## src/rtl/uart_pkg.sv

```systemverilog
// rtl/uart_pkg.sv - shared UART types, widths and bit-timing helper
package uart_pkg;

    localparam int UART_DATA_BITS = 8;

    typedef enum logic [2:0] {
        IDLE,
        START,
        DATA,
        PARITY,
        STOP,
        BREAK
    } rx_state_t;

    // Rounded clocks per bit so odd ratios centre on the true bit period
    function automatic int clks_per_bit(input int clkHz, input int baud);
        return (clkHz + baud / 2) / baud;
    endfunction

endpackage

```

## src/rtl/uart_rx_fifo.sv

```systemverilog
// rtl/uart_rx_fifo.sv - synchronous show-ahead byte FIFO for the UART receiver
module uart_rx_fifo #(
    parameter int DEPTH = 4,
    parameter int WIDTH = 8
) (
    input  logic             clk,
    input  logic             rst,
    input  logic             push,
    input  logic [WIDTH-1:0] din,
    input  logic             pop,
    output logic [WIDTH-1:0] dout,
    output logic             empty,
    output logic             full
);

    localparam int AW = $clog2(DEPTH);

    logic [WIDTH-1:0] mem [DEPTH];
    logic [AW:0]      wrPtr;
    logic [AW:0]      rdPtr;
    logic             doPush;
    logic             doPop;

    assign empty  = (wrPtr == rdPtr);
    assign full   = (wrPtr[AW] != rdPtr[AW]) && (wrPtr[AW-1:0] == rdPtr[AW-1:0]);
    // A pop in the same cycle frees the head slot, so a full FIFO can still accept
    assign doPush = push && (!full || pop);
    assign doPop  = pop && !empty;
    assign dout   = empty ? '0 : mem[rdPtr[AW-1:0]];

    always_ff @(posedge clk) begin
        if (rst) begin
            wrPtr <= '0;
            rdPtr <= '0;
        end else begin
            if (doPush) wrPtr <= wrPtr + 1'b1;
            if (doPop)  rdPtr <= rdPtr + 1'b1;
        end
    end

    always_ff @(posedge clk) begin
        if (doPush && !rst) mem[wrPtr[AW-1:0]] <= din;
    end

endmodule

```

## src/rtl/uart_rx_deframer.sv

```systemverilog
// rtl/uart_rx_deframer.sv - 8N1 UART receive deframer with output FIFO and sticky errors
// UART_RX_PARITY_EN adds an even parity bit (8E1) and drives par_err.
module uart_rx_deframer
    import uart_pkg::*;
#(
    parameter int CLK_HZ     = 12_000_000,
    parameter int BAUD       = 115_200,
    parameter int FIFO_DEPTH = 4
) (
    input  logic       clk,
    input  logic       rst,
    input  logic       rx,
    output logic [7:0] rx_data,
    output logic       rx_valid,
    input  logic       rx_ready,
    output logic       frame_err,
    output logic       par_err,
    output logic       overrun,
    input  logic       err_clr
);

    localparam int CLKS_PER_BIT = clks_per_bit(CLK_HZ, BAUD);
    localparam int CW = $clog2(CLKS_PER_BIT);
    // Counter holds cycles remaining minus one; zero marks the sample point
    localparam logic [CW-1:0] FULL_RELOAD = CW'(CLKS_PER_BIT - 1);
    localparam logic [CW-1:0] HALF_RELOAD = CW'(CLKS_PER_BIT / 2 - 1);

    logic                      rxMeta;
    logic                      rxs;
    rx_state_t                 state;
    rx_state_t                 stateNext;
    logic [CW-1:0]             bitCnt;
    logic [CW-1:0]             bitCntNext;
    logic [2:0]                bitIdx;
    logic [2:0]                bitIdxNext;
    logic [UART_DATA_BITS-1:0] shiftReg;
    logic [UART_DATA_BITS-1:0] shiftNext;
    logic                      expiry;
    logic                      pushReq;
    logic                      popReq;
    logic                      setFrameErr;
    logic                      fifoEmpty;
    logic                      fifoFull;
`ifdef UART_RX_PARITY_EN
    logic                      parBad;
    logic                      parBadNext;
    logic                      setParErr;
`endif

    assign expiry   = (bitCnt == '0);
    assign rx_valid = !fifoEmpty;
    assign popReq   = rx_valid && rx_ready;

    always_ff @(posedge clk) begin
        if (rst) begin
            rxMeta   <= 1'b1;
            rxs      <= 1'b1;
            state    <= IDLE;
            bitCnt   <= '0;
            bitIdx   <= '0;
            shiftReg <= '0;
        end else begin
            rxMeta   <= rx;
            rxs      <= rxMeta;
            state    <= stateNext;
            bitCnt   <= bitCntNext;
            bitIdx   <= bitIdxNext;
            shiftReg <= shiftNext;
        end
    end

    always_comb begin
        stateNext   = state;
        bitCntNext  = expiry ? FULL_RELOAD : bitCnt - 1'b1;
        bitIdxNext  = bitIdx;
        shiftNext   = shiftReg;
        pushReq     = 1'b0;
        setFrameErr = 1'b0;
`ifdef UART_RX_PARITY_EN
        parBadNext  = parBad;
        setParErr   = 1'b0;
`endif
        case (state)
            IDLE: begin
                if (!rxs) begin
                    stateNext  = START;
                    bitCntNext = HALF_RELOAD;
                end
            end
            START: begin
                if (expiry) begin
                    if (rxs) begin
                        stateNext = IDLE;
                    end else begin
                        stateNext  = DATA;
                        bitIdxNext = '0;
`ifdef UART_RX_PARITY_EN
                        parBadNext = 1'b0;
`endif
                    end
                end
            end
            DATA: begin
                if (expiry) begin
                    shiftNext[bitIdx] = rxs;
                    bitIdxNext        = bitIdx + 1'b1;
                    if (bitIdx == 3'(UART_DATA_BITS - 1)) begin
`ifdef UART_RX_PARITY_EN
                        stateNext = PARITY;
`else
                        stateNext = STOP;
`endif
                    end
                end
            end
`ifdef UART_RX_PARITY_EN
            PARITY: begin
                if (expiry) begin
                    if (rxs != ^shiftReg) begin
                        setParErr  = 1'b1;
                        parBadNext = 1'b1;
                    end
                    stateNext = STOP;
                end
            end
`endif
            STOP: begin
                if (expiry) begin
                    if (rxs) begin
`ifdef UART_RX_PARITY_EN
                        pushReq = !parBad;
`else
                        pushReq = 1'b1;
`endif
                        stateNext = IDLE;
                    end else begin
                        setFrameErr = 1'b1;
                        stateNext   = BREAK;
                    end
                end
            end
            BREAK: begin
                if (rxs) stateNext = IDLE;
            end
            default: stateNext = IDLE;
        endcase
    end

    // Sticky flags: a set in the same cycle as err_clr wins
    always_ff @(posedge clk) begin
        if (rst) begin
            frame_err <= 1'b0;
            overrun   <= 1'b0;
        end else begin
            frame_err <= setFrameErr | (frame_err & ~err_clr);
            overrun   <= (pushReq & fifoFull & ~popReq) | (overrun & ~err_clr);
        end
    end

`ifdef UART_RX_PARITY_EN
    always_ff @(posedge clk) begin
        if (rst) begin
            par_err <= 1'b0;
            parBad  <= 1'b0;
        end else begin
            par_err <= setParErr | (par_err & ~err_clr);
            parBad  <= parBadNext;
        end
    end
`else
    assign par_err = 1'b0;
`endif

    uart_rx_fifo #(
        .DEPTH(FIFO_DEPTH),
        .WIDTH(UART_DATA_BITS)
    ) fifoInst (
        .clk  (clk),
        .rst  (rst),
        .push (pushReq),
        .din  (shiftReg),
        .pop  (popReq),
        .dout (rx_data),
        .empty(fifoEmpty),
        .full (fifoFull)
    );

endmodule

```

## config.mk

```make
export PLATFORM = sky130hd
export DESIGN_NAME = uart_rx_deframer
export DESIGN_NICKNAME = d
export VERILOG_FILES = /design/src/rtl/uart_pkg.sv /design/src/rtl/uart_rx_fifo.sv /design/src/rtl/uart_rx_deframer.sv
export SDC_FILE = /design/constraint.sdc
export NUM_CORES = 1
export LEC_CHECK = 0
export ABC_AREA = 1
export ABC_CLOCK_PERIOD_IN_PS = 3300
export BUFFER_PORTS_ARGS = -buffer_cell sky130_fd_sc_hd__buf_2
export CAP_MARGIN = 30
export CORE_ASPECT_RATIO = 2
export CORE_UTILIZATION = 45
export CTS_CLUSTER_DIAMETER = 30
export DETAILED_ROUTE_END_ITERATION = 6
export PLACE_DENSITY = 0.6
export SETUP_SLACK_MARGIN = 0.4
export SYNTH_ARGS = -nofsm -noshare
export SYNTH_HDL_FRONTEND = slang
export SYNTH_SLANG_ARGS = --single-unit
export TNS_END_PERCENT = 100
```

## constraint.sdc

```tcl
create_clock -name clk -period 3.3 [get_ports clk]
set_input_delay 0.66 -clock clk [delete_from_list [all_inputs] [get_ports clk]]
set_output_delay 0.66 -clock clk [all_outputs]
set_load 0.01 [all_outputs]
```

# Word level (Yosys, flattened, before mapping)
# Memories as Yosys holds them, arrays and structs flattened. A register that Yosys moved wholly into a read port is not among the register bits.
# Cells that the tools add are included.
# W data, S select, Z words.
# word_totals
regBits	31
mem_bits_rw	32
input_bits	5
output_inout_bits	12
word_cells	86
n_memories	1
# classes
add_sub_neg	4
n_lt_le_gt_ge	2
n_eq_ne	15
n_mux	30
bitwise_logic	8
reduce_logical	16
# mem_list
name	depth	width	rd	rd_ports_with_merged_regs	write_ports	line	source
fifoInst.mem	4	8	1	1	1	uart_rx_fifo.sv:18	logic [WIDTH-1:0] mem [DEPTH];
# op_table
cell	count
$mux W3	10
$mux W7	3
$pmux W3 S5	1
$ne A2 B2 Y1 const B	7
$add A3 B1 Y3 const B	3
$eq A3 B3 Y1 const B	3
$mux W1	9
$bwmux W8	1
$mux W8	1
$logic_not A7 Y1	1
$sub A7 B1 Y7 const B	1
$logic_and A1 B1 Y1	6
$mux W2	3
$pmux W3 S2	1
$reduce_and A6 Y1	1
$and A1 B1 Y1	4
$lt A3 B4 Y1 const B	1
$reduce_and A4 Y1	1
$demux W1 S3	1
$eq A3 B1 Y1 const B	1
$eq A3 B2 Y1 const B	1
$eq A3 B3 Y1	1
$ge A3 B1 Y1 const B	1
$logic_not A1 Y1	3
other kinds (8)	10

# Longest topological paths before layout
# Gate-level depths: netlist of run 1.
# logic_depth
depth_word	8
mapped_depth	10
depth_no_buf	10

# By module
# Synthesis of run 1 repeated with hierarchy kept, for this count alone.
# hier_totals
cells_unflattened	344
hier_area_um2	3111.7
# by_module_without_submodules
module	instances	cells_each	area_per_inst_um2	seq_area_each_um2
uart_rx_fifo	1	157	1757.9	1121.1
uart_rx_deframer	1	187	1353.8	500.5

# Least setup slack after synthesis of run 1
# Ideal clock, no wire load.
# synth_path
path_type	register to register
from	register bitCnt[0]
to	memory fifoInst.mem[0][0], enable pin
setup_time_ns	0.385
t_arrival_ns	1.685
required_ns	2.915
slack_ns	1.230
path_stages_with_launch	9
path_buffers	0
period_less_slack_ns	2.070
path_cell_list	dfxtp_1 > inv_1 > ha_1 > inv_1 > nor2_2 > nand2_4 > nor2_4 > nand2_2 > nor3b_1
# synth_between
elab_chain_len	7
# synth_lines
element	line	source
from (decl)	uart_rx_deframer.sv:32	logic [CW-1:0] bitCnt;
from (signal assigned)	uart_rx_deframer.sv:66	bitCnt <= bitCntNext;
$logic_not A7 Y1	uart_rx_deframer.sv:50	assign expiry = (bitCnt == '0);
$mux W1	uart_rx_deframer.sv:128	if (expiry) begin
$mux W1	uart_rx_deframer.sv:83	case (state)
$logic_and A1 B1 Y1	uart_rx_fifo.sv:27	assign doPush = push && (!full || pop);
$logic_and A1 B1 Y1	uart_rx_fifo.sv:42	if (doPush && !rst) mem[wrPtr[AW-1:0]] <= din;
$mux W1	uart_rx_fifo.sv:42	
$mux W1 (not written as such)	uart_rx_fifo.sv:42	
to (decl)	uart_rx_fifo.sv:18	
# Every way passes these cells.

==> run summary, run 1 <==
The hold buffer count at cts is 0. The slowest stage of the critical path is the dfxtp_1 cell. The full die area came out at 0.007057 mm^2. The post-synthesis async set-or-reset flop share is 0%. Counting every instance in the synthesized netlist gives 343.

The maximum vdd drop is 493.7 uV. The total length of routed wires is 5983 um. The maximum net fanout on the critical path is 17. Summing the sequential cell areas from Yosys gives 53.73% of the chip area. Of all cell types, the one taking the most synthesized area is edfxtp_1. The detailed router's first-iteration violation count came out at 97.

The endpoint type of the worst setup path is an output port. The relative max-transition margin came out at 56.71%. The worst setup path is launched from a register. The total cell area at the placement stage came out at 0.003162 mm^2. The post-CTS setup buffer count came out at 0. Yosys attributes the largest share of cell area to edfxtp_1, dfxtp_1, nand2_1, nor2_1, inv_1.

Dividing the detail-routed via count by the number of cells gives 5.020. The final weighted congestion of routability-driven global placement is 0.8884. The final net count is 376. The worst path buffer plus inverter count is 3.

The setup slack on the worst flop-to-flop path came out at 1.27 ns. The cell repeated most along the worst path is inv_1. The finished cells cover 0.003477 mm^2. The path depth of the worst reg2reg path is 8. The synthesized net count is 357. The worst-case clock buffer depth is 2. The Yosys step of the flow raised 0 warnings. The HPWL reported at the end of detailed placement is 4325 um. The quantity of I/O buffers inserted on ports came out at 15.

The number of pins exceeding their max-slew limit in the final report was 0. The final setup violation count came out at 0. The class of the worst hold path is register to register.

The portion of synthesized cell area occupied by the leading cell type is 31.84%. The number of failing hold endpoints at the final stage came out at 0. Clock-pin slew was measured on the worst setup and hold paths at 0.05 ns. The delay of the slowest cell on the worst path came out at 0.63 ns. Counting I/O delays and the setup requirement, the final critical path takes 2.543 ns. The cell sitting at the root of the clock tree is a clkbuf_16. The count of flip-flops with a built-in enable after synthesis came out at 32.

The leakage power figure is 1.513 nW. Sorting the synthesized cells by how often they occur yields nand2_1, nor2_1, inv_1, dfxtp_1, edfxtp_1. The width of the die is 59.91 um.

The transition time at the pin with the least slew margin came out at 0.6470 ns. The clock skew is 0.005290 ns. The wire length of the first global-routing pass is 9735 um. In this run the critical register-to-register path is launched from bitCnt[0]. The total of cells resized after clock tree synthesis came out at 0. The placeable core area is 0.006412 mm^2. The number of antenna violations at the first check in global routing is 0. The endpoint identified for the worst register-to-register timing path is fifoInst.mem[3][6].

The detail-routed net length per standard cell is 13.21 um. The number of cells traversed by the worst hold path is 1. The clock insertion delay at the later pin of the skew report is 0.33 ns. Row generation in the floorplan step produced 41 rows. The routed layout has 2274 vias. The via count of the first global-routing pass came out at 2228. The origin of the worst min-delay path is rxMeta. The flow ran to the end, and the final reports show no timing, DRC or antenna violations. Of the cells placed in the final design, the portion with a size suffix greater than 1 is 14.44%. The average instance in the mapped netlist occupies 8.799 um^2. Traced cell by cell, the critical path runs through inv_1 > nor2_1 > o32ai_1 > nand2_1 > inv_1 > buf_2. The power density of the placed cells is 840.8 mW/mm^2. TritonCTS built the clock tree. The TritonCTS sink count is 65.

Entering global routing, the biggest net connects 25 pins. The most common cell in the synthesized netlist is nand2_1. For the worst setup path, the data required time is 2.64 ns. The family with the most delay on the worst path is flip-flops.

Global routing used 19.04% of the available tracks. The leftover overflow at the end of global routing is 0. The critical path arrival is 1.88 ns. The final antenna-violating net count is 0. The area growth from synthesis to layout came out at 15.22%. The number of top-level design ports came out at 17. Among all flip-flop cells after synthesis, the most frequent one is dfxtp_1. Setup repair after global routing left no endpoint under its margin. The CTS buffer count is 9. The path with the worst hold slack has its endpoint at rxs. In this run the number of H-tree levels came out at 3. The count of state elements after synthesis came out at 65. The effective utilization at floorplan came out at 47.06%. The die span in y came out at 117.8 um. The critical path in this run is classified as register to output port.

The maximum clock frequency is 393.3 MHz. The summed instance area of the synthesized netlist came out at 0.003018 mm^2. Summed over all failing endpoints, the final setup total negative slack is 0 ns.

The number of distinct standard cells referenced by the synthesized netlist is 31. The tool flagged a number of max-cap violations equal to 0. The pre-antenna-repair detailed-routing pass consisted of 4 iterations. The number of antenna repair diodes came out at 0. The final period utilization is 77.05%. The DRC violation count after routing is 0.
## cell families (layout without fill, tap and decap cells)
kind of cell / count (synthesis) / after routing / share of synthesized area [%]
and+or+nand+nor: 170 / 170 / 25.58
DFF: 65 / 65 / 53.73
xor gates and xnor gates: 4 / 4 / 1.161
AOI/OAI and AO/OA: 41 / 41 / 8.168
other: 1 / 1 / 0.1243
adders and majority gates: 9 / 9 / 3.731
buffers and inverters: 53 / 77 / 7.504
## worst max path at each step
stage	depth (start not counted)	to
final	6	rx_data[4]
after global routing	6	rx_data[5]
after CTS	6	rx_data[3]
after detailed placement	6	rx_data[4]
after global placement	6	rx_data[3]
after floorplan	8	fifoInst.mem[0][0]
## through the flow
step / power, mW / hold slack (ns) / instances / utilization (%) / setup WS, ns
2_1_floorplan: 1.747 / 0.3895 / 343 / - / 1.230
3_3_place_gp: 1.935 / 0.3944 / 437 / 49.31 / 1.049
3_5_place_dp: 1.940 / 0.3951 / 437 / 49.31 / 1.058
4_1_cts: 2.952 / 0.4071 / 453 / 54.22 / 0.6935
5_1_grt: 3.107 / 0.4147 / 453 / 54.22 / 0.5245
6_report: 2.924 / 0.4053 / 453 / 54.22 / 0.7575
## cell type report
class,instances,area [um^2]
fill,595,2935
sequential,65,1622
multi-input combinational,225,1170
clock buffer,12,246.5
inverter,42,157.7
tap,86,107.6
timing repair buffer,19,105.1
clock inverter,4,68.82
## flip-flops by register name (all words and copies together), names as in the netlist, named ones only
register        cells
fifoInst.mem       32
shiftReg            8
bitCnt              7
bitIdx              3
fifoInst.rdPtr      3
fifoInst.wrPtr      3
state               3
frame_err           1
overrun             1
rxMeta              1
rxs                 1
## per-layer routing
metal	global-route usage, %	wire, um	vias up	part of all wire (%)
met5	0	0	-	0
met4	13.81	267	0	4.5
met3	5.055	179	20	3.0
met2	34.10	3336	48	56
met1	16.83	2198	1052	37
li1	-	-	1154	-
## placed cells by master, fill, tap and decap left out, types with 3 or more instances in the layout
master / synthesis / routed
clkbuf_16: 0 / 9
o32ai_1: 8 / 8
o21ai_0: 15 / 15
xor2_1: 4 / 4
a21oi_1: 14 / 14
edfxtp_1: 32 / 32
buf_2: 4 / 15
nand3_1: 11 / 11
nor3b_1: 3 / 3
inv_1: 39 / 39
nor2_1: 60 / 60
dfxtp_1: 33 / 33
nor3_1: 7 / 7
nor2_4: 4 / 4
nand2_1: 70 / 70
nand2_2: 3 / 3
nor2_2: 3 / 3
inv_2: 3 / 3
buf_4: 2 / 4
ha_1: 9 / 9
## power breakdown
part | switching [mW] | internal (mW) | leakage [nW]
logic | 0.573 | 0.307 | 0.767
registers | 0.117 | 0.927 | 0.592
clock network | 0.322 | 0.678 | 0.154
total | 1.01 | 1.91 | 1.51
(Power assumes the default switching activity.)
==> run 2: changes to the inputs <==
--- a/config.mk
+++ b/config.mk
@@ -5,15 +5,15 @@
 export SDC_FILE = /design/constraint.sdc
 export NUM_CORES = 1
 export LEC_CHECK = 0
-export ABC_AREA = 1
-export ABC_CLOCK_PERIOD_IN_PS = 3300
+export ABC_AREA = 0
+export ABC_CLOCK_PERIOD_IN_PS = 2200
 export BUFFER_PORTS_ARGS = -buffer_cell sky130_fd_sc_hd__buf_2
 export CAP_MARGIN = 30
 export CORE_ASPECT_RATIO = 2
 export CORE_UTILIZATION = 45
 export CTS_CLUSTER_DIAMETER = 30
 export DETAILED_ROUTE_END_ITERATION = 6
-export PLACE_DENSITY = 0.6
+export PLACE_DENSITY = 0.62
 export SETUP_SLACK_MARGIN = 0.4
 export SYNTH_ARGS = -nofsm -noshare
 export SYNTH_HDL_FRONTEND = slang
==> constraint.sdc (replaced) <==
create_clock -name clk -period 2.2 [get_ports clk]
set_input_delay 0.44 -clock clk [delete_from_list [all_inputs] [get_ports clk]]
set_output_delay 0.44 -clock clk [all_outputs]
set_load 0.01 [all_outputs]
==> run 2 against run 1 <==
Against the previous run: cell count decreased by 22%; sequential cell count unchanged; highest routed layer unchanged; die area decreased by 3.7%; clock power increased by 35%; clock skew increased by 0.0011 ns; utilization increased by 5.3 points; critical endpoint is now rx_data[2].
==> run summary, run 2 <==
The wire length of the first global-routing pass was 8707 um (-11%). The portion of synthesized cell area occupied by the leading cell type came out at 33.09% (+1.2 points). The number of fill cells is 528 (-11%). The effective utilization at floorplan came out at 46.40% (-0.66 points).

The dominant register cell in the synthesized netlist is dfxtp_1. Leaving out fill and tap cells, the most frequent cell in the layout is edfxtp_1. The maximum vdd drop came out at 709.8 uV (+44%).

The total of warnings raised by yosys is 0 (unchanged). The count of state elements after synthesis came to 65 (unchanged). Sorting the synthesized cells by how often they occur yields dfxtp_1, edfxtp_1, nor2_1, a21oi_1, nor2b_1. The relative max-transition margin came out at 54.06% (-2.6 points). The library cells used most frequently in the layout, excluding fill and tap cells, are edfxtp_1, dfxtp_1, nor2_1. The total length of routed wires came out at 5595 um (-6.5%). The final period utilization is 90.37%.

The number of pins exceeding their max-slew limit in the final report is 0 (unchanged). The maximum level of the CTS H-tree came out at 3 (unchanged). The number of cells traversed by the worst hold path came out at 2 (+1).

The number of failing hold endpoints at the final stage came to 0 (unchanged). The worst path required time was 1.76 ns (-0.88 ns). The synthesized net count was 243 (-32%). The run finished with clean final reports. TritonCTS built the clock tree. The final antenna-violating net count is 0 (unchanged).

The average instance area after synthesis came out at 12.68 um^2 (+44%). The path with the worst hold slack has its endpoint at rxMeta. The number of top-level design ports is 17 (unchanged). The detail-routed net length per standard cell was 15.81 um (+20%). The power density of the placed cells is 903.0 mW/mm^2 (+7.4%). In this run the critical register-to-register path is launched from fifoInst.wrPtr[0]. The final weighted congestion of routability-driven global placement came out at 0.7558 (-15%). The transition time at the pin with the least slew margin is 0.6891 ns (+0.04212 ns).

The CTS buffer count came out at 9 (unchanged). By area the synthesized netlist is led by edfxtp_1, dfxtp_1, mux4_2, ha_1, mux2i_1. The setup slack on the worst flop-to-flop path is 0.42 ns (-0.85 ns). The leakage power figure was 1.487 nW (-1.8%). Setup repair after global routing could not meet its margin everywhere. The DRC violation count after routing is 0 (unchanged). The share of power burned in the clock network is 40.2% (+6.0 points).

The number of detailed-route iterations in the first pass came out at 4 (unchanged). The worst-case clock buffer depth is 2 (unchanged). The width of the die came to 58.81 um (-1.8%).

The fraction of final layout cells with drive strength greater than 1 came out at 37.31% (+23 points). The clock-pin transition on the worst setup and hold timing paths came to 0.05 ns (about the same). The clock insertion delay at the later pin of the skew report came out at 0.33 ns (about the same). The endpoint identified for the worst register-to-register timing path is fifoInst.mem[0][6]. The relative contribution of combinational cells to total power was 18.2% (-12 points). The number of max-cap violations came to 0 (unchanged). The proportion of total power due to net switching is 26.52% (-8.1 points). The detailed router's first-iteration violation count was 46 (-53%). The sequential power share is 41.7% (+6.0 points). The quantity of I/O buffers inserted on ports is 15 (unchanged).

The sequential-to-total area share from yosys stat came out at 55.84% (+2.1 points). The hold buffer count at cts is 0 (unchanged). The number of vias per cell after detailed routing came out at 5.206 (+3.7%).

The total via count after detailed routing came to 1843 (-19%). The internal power is 2.472 mW (+29%). The type of element launching the critical path is a register.

The critical path arrival is 1.55 ns (-0.33 ns). The worst hold path belongs to the class input pin to register. The worst setup path is captured at an output port. Compared with the post-synthesis result, the final layout area differs by 28.31%.

The net switching power of the design came out at 0.8922 mW (-12%). The clock skew is 0.006382 ns (+0.001092 ns). The leftover overflow at the end of global routing came out at 0 (unchanged). The TritonCTS sink count came to 65 (unchanged). The maximum clock frequency came out at 503.0 MHz. The post-layout utilization of the core is 59.54% (+5.3 points).

The post-synthesis async set-or-reset flop share came out at 0% (unchanged). The setup total negative slack was 0 ns (unchanged). The final net count came out at 277 (-26%). The smallest clock period supported by the final layout is computed as 1.988 ns. The via count of the first global-routing pass came out at 1815 (-19%). The count of flip-flops with a built-in enable after synthesis came out at 32 (unchanged).

The critical setup path kind is register to output port. The maximum net fanout on the critical path is 8 (-9). The placeable core area is 0.006259 mm^2 (-2.4%). The full die area came out at 0.006798 mm^2 (-3.7%). The die span in y came out at 115.6 um (-1.9%). The number of antenna repair diodes came out at 0 (unchanged). The site row count came out at 41 (unchanged). The worst hold path begins at rx. The flip-flop count of the largest register after layout is 32 (unchanged). The number of antenna violations at the first check in global routing is 0 (unchanged). The combined global-route utilization of all metal layers was 18.05% (-0.99 points).

The number of distinct standard cells referenced by the synthesized netlist is 50 (+61%). The number of instances in the synthesized netlist is 229 (-33%). CTS placed an instance of clkbuf_16 at the clock tree root. The HPWL reported at the end of detailed placement was 3795 um (-12%). The summed instance area of the synthesized netlist came to 0.002904 mm^2 (-3.8%). The maximum number of pins on one net before global-route repair was 31 (+24%). The path depth of the worst reg2reg path is 6 (-2). The final setup violation count was 0 (unchanged). dfxtp_1 is the most common cell in the netlist. The synthesized design spends more area on one cell type than any other, namely edfxtp_1.
run 2: cells by family after synthesis:
family / synth area share (%)
adders and majority gates: 3.878
and+or+nand+nor: 18.22
other: 0.1291
muxes: 10.47
DFF: 55.84
AOI/OAI and AO/OA: 5.817
xor gates and xnor gates: 2.413
buffers and inverters: 3.231
run 2: metal layers:
metal / global-route usage (%) / part of all wire [%] / vias to the layer above
met5: 0 / 0 / -
met2: 33.48 / 60 / 30
li1: - / - / 904
met4: 11.43 / 2.9 / 0
met1: 16.99 / 35 / 894
met3: 4.129 / 2.4 / 15
run 2: area by class of cell:
| class | instances | area (um^2) | area share (%) |
|---|---|---|---|
| clock buffers | 9 | 225.2 | 6.044 |
| clock inverters | 7 | 61.31 | 1.645 |
| inverters | 7 | 26.28 | 0.7052 |
| multi-input cells | 143 | 1335 | 35.83 |
| flip-flops and latches | 65 | 1639 | 43.99 |
| well taps | 86 | 107.6 | 2.888 |
| repair buffers | 37 | 331.6 | 8.899 |
run 2: worst max-delay path by stage:
stage                            startpoint                  to  slack (ns)  depth (start not counted)
final                              register          rx_data[2]        0.21                          4
after global routing               register          rx_data[1]        0.15                          4
after CTS                          register          rx_data[1]        0.18                          4
after detailed placement  fifoInst.wrPtr[1]  fifoInst.mem[1][6]        0.26                          4
after global placement    fifoInst.wrPtr[0]  fifoInst.mem[1][2]        0.33                          4
after floorplan                   bitCnt[5]  fifoInst.mem[0][0]        0.41                          5
run 2: power groups by stage:
stage               sequential [mW]  combinational [mW]  clock (mW)
floorplan                      1.41               0.405           0
global placement               1.42               0.511           0
detailed placement             1.42               0.516           0
CTS                            1.40               0.544        1.38
global route                   1.41               0.664        1.43
finish                         1.40               0.611        1.35
run 2: through the flow:
step                hold slack (ns)  power, mW  area, um^2  cells  worst slack (ns)
global placement             0.3986      1.928        3151    326            0.3303
finish                       0.2948      3.365        3726    354            0.2118
global route                 0.2967      3.504        3726    354            0.1540
floorplan                    0.3895      1.812        2964    229            0.4055
detailed placement           0.4039      1.937        3151    326            0.2629
CTS                          0.2873      3.325        3615    350            0.1800
run 2: critical path, cell delays in order (launching register included):
cell     delay [ns]
dfxtp_2        0.33
buf_12         0.13
mux4_2         0.48
nor2b_1        0.13
buf_2          0.13
run 2: repair_timing:
item / CTS / global route
endpoints found under the hold margin: 0 / 0
pin swaps: 6 / 9
buffers inserted: 7 / 4
cloned: 1 / 0
gates resized for setup: 18 / 20
setup endpoints to repair: 43 / 44
==> run 3: changes to the inputs <==
--- a/config.mk
+++ b/config.mk
@@ -13,7 +13,6 @@
 export CORE_UTILIZATION = 45
 export CTS_CLUSTER_DIAMETER = 30
 export DETAILED_ROUTE_END_ITERATION = 6
-export PLACE_DENSITY = 0.62
 export SETUP_SLACK_MARGIN = 0.4
 export SYNTH_ARGS = -nofsm -noshare
 export SYNTH_HDL_FRONTEND = slang
==> run 3 against run 2 <==
Against the previous run: sequential power hardly changed; cell count increased by 0.56%; global-route usage decreased by 0.14 points; sequential share of layout area grew 0.13 points; power shrank 0.22%; maximum frequency decreased by 0.18%; largest cell class unchanged.
==> run summary, run 3 (same netlist as run 2, synthesis figures left out) <==
The flow ran to the end, and the final reports show no timing, DRC or antenna violations. The start of the worst register-to-register path is bitCnt[2]. The relative contribution of combinational cells to total power came to 18.1% (about the same). The total cell area at the placement stage is 0.003151 mm^2 (unchanged).

The shortest clock period the worst path allows after layout was 1.992 ns (+0.003581 ns). The internal power was 2.480 mW (+0.30%). The maximum number of pins on one net before global-route repair came out at 29 (-6.5%). The number of cells traversed by the worst hold path is 2 (unchanged).

CTS placed an instance of clkbuf_16 at the clock tree root. The highest metal layer carrying signal wires in the routed design is met4. The proportion of total power due to net switching came to 26.14% (-0.38 points).

The worst hold path begins at rx. The TritonCTS sink count is 65 (unchanged). The detail-routed net length per standard cell came out at 15.28 um (-3.3%). The detailed router's first-iteration violation count came out at 30 (-35%). The setup total negative slack was 0 ns (unchanged). The power density of the placed cells came out at 903.8 mW/mm^2 (about the same). The via count of the first global-routing pass is 1803 (-0.66%).

The number of antenna violations at the first check in global routing is 0 (unchanged). The number of top-level design ports is 17 (unchanged). The combined global-route utilization of all metal layers came out at 17.91% (-0.14 points). The routed length on met2 came to 3150 um (-5.4%).

The net switching power of the design was 0.8776 mW (-1.6%). The full die area is 0.006798 mm^2 (unchanged). The number of fill cells was 558 (+5.7%).

The leakage power figure is 1.498 nW (+0.78%). The capture instance of the worst register-to-register path is fifoInst.mem[2][6]. The endpoint type of the worst setup path is an output port. The final weighted congestion of routability-driven global placement came out at 0.7026 (-7.0%). The placeable core area came out at 0.006259 mm^2 (unchanged). The number of failing hold endpoints at the final stage came out at 0 (unchanged). The clock skew is 0.004281 ns (-0.002101 ns).

The clock insertion delay at the later pin of the skew report is 0.33 ns (about the same). The number of antenna repair diodes was 0 (unchanged). The CTS buffer count is 9 (unchanged).

The width of the die came to 58.81 um (unchanged). The total length of routed wires is 5441 um (-2.8%). The maximum clock frequency came out at 502.1 MHz (-0.18%). The path depth of the worst reg2reg path is 5 (-1). The quantity of I/O buffers inserted on ports is 15 (unchanged). The maximum level of the CTS H-tree came out at 3 (unchanged). The total via count after detailed routing is 1841 (-0.11%).

The critical path arrival is 1.55 ns (about the same). The fraction of final layout cells with drive strength greater than 1 is 37.41% (+0.094 points). The leftover overflow at the end of global routing came out at 0 (unchanged). The final setup violation count came out at 0 (unchanged). The die span in y is 115.6 um (unchanged). The setup slack on the worst flop-to-flop path came out at 0.44 ns (+0.02 ns).

The clock-pin transition on the worst setup and hold timing paths came out at 0.05 ns (about the same). The critical setup path kind is register to output port. The share of power burned in the clock network was 40.3% (about the same). STA classifies the critical path startpoint as a register. The HPWL reported at the end of detailed placement came out at 3814 um (+0.50%). For hold timing, the worst endpoint is rxMeta. The final period utilization is 90.54% (+0.16 points). The library cells used most frequently in the layout, excluding fill and tap cells, are edfxtp_1, dfxtp_1, nor2_1. The sequential power share is 41.6% (about the same). The number of max-cap violations is 0 (unchanged). The CTS tree is yes. The final net count is 279 (+0.72%). The class of the worst hold path is input pin to register.

Setup repair after global routing could not meet its margin everywhere. The number of pins exceeding their max-slew limit in the final report was 0 (unchanged). The number of detailed-route iterations in the first pass was 4 (unchanged).

The transition time at the pin with the least slew margin came out at 0.6219 ns (-0.06722 ns). The DRC violation count after routing came out at 0 (unchanged). The number of vias per cell after detailed routing is 5.171 (-0.67%). The final antenna-violating net count is 0 (unchanged).

The wire length on met3 is 117 um (-12%). The maximum vdd drop came out at 761.0 uV (+7.2%). The worst-case clock buffer depth came to 2 (unchanged). The met1 routed wirelength after detailed routing was 1985 um (+0.81%). The hold buffer count at cts came out at 0 (unchanged). The worst path required time came to 1.76 ns (about the same). The post-route cell area is 0.003715 mm^2 (-0.30%). The site row count was 41 (unchanged). The relative max-transition margin came out at 58.54% (+4.5 points). The area growth from synthesis to layout came out at 27.92%.

The flip-flop count of the largest register after layout came to 32 (unchanged). The effective utilization at floorplan is 46.40% (unchanged). The maximum net fanout on the critical path is 8 (unchanged). The wire length of the first global-routing pass is 8680 um (-0.31%). Leaving out fill and tap cells, the most frequent cell in the layout is edfxtp_1.
-- run 3: critical path, stage by stage (launching register included) --
cell and delay [ns]:
dfxtp_2 0.33, buf_12 0.13, mux4_2 0.50, nor2b_4 0.13, buf_2 0.13
-- run 3: power by group through the flow --
| stage | registers (mW) | clock network [mW] | logic [mW] |
|---|---|---|---|
| final | 1.40 | 1.35 | 0.607 |
| after global routing | 1.40 | 1.44 | 0.663 |
| after CTS | 1.40 | 1.38 | 0.549 |
| after detailed placement | 1.42 | 0 | 0.520 |
| after global placement | 1.42 | 0 | 0.517 |
| after floorplan | 1.41 | 0 | 0.405 |
-- run 3: per-layer routing --
metal | vias up | global-route usage [%]
li1 | 914 | -
met5 | - | 0
met4 | 0 | 11.27
met2 | 27 | 33.18
met1 | 885 | 16.97
met3 | 15 | 4.018
-- run 3: repair_timing --
item,4_1_cts,5_1_grt
pin swaps,8,7
setup endpoints to repair,42,44
resized for setup,20,14
buffers inserted,11,2
endpoints found under the hold margin,0,0
cloned,1,0
-- run 3: stage by stage --
step / hold WS [ns] / util [%] / power [mW] / std cells / setup WS [ns]
6_report: 0.3008 / 59.36 / 3.357 / 356 / 0.2082
5_1_grt: 0.3013 / 59.36 / 3.503 / 356 / 0.1503
4_1_cts: 0.2946 / 58.10 / 3.328 / 354 / 0.1822
3_5_place_dp: 0.3954 / 50.34 / 1.941 / 326 / 0.2655
3_3_place_gp: 0.3930 / 50.34 / 1.935 / 326 / 0.3251
2_1_floorplan: 0.3895 / - / 1.812 / 229 / 0.4055
-- run 3: how the worst max path moves through the flow --
stage / from / end / cells after the start
after floorplan: bitCnt[5] / fifoInst.mem[0][0] / 5
after global placement: fifoInst.wrPtr[0] / fifoInst.mem[1][2] / 4
after detailed placement: fifoInst.wrPtr[0] / fifoInst.mem[1][6] / 4
after CTS: register / rx_data[4] / 4
after global routing: register / rx_data[4] / 4
final: register / rx_data[5] / 4
-- run 3: cell type report --
class	count	area, um^2	area share [%]
well taps	86	107.6	2.897
flip-flops and latches	65	1639	44.12
inverters	7	26.28	0.7073
clock inverters	6	58.81	1.583
repair buffers	39	325.3	8.757
multi-input cells	143	1329	35.77
clock buffers	10	229.0	6.164
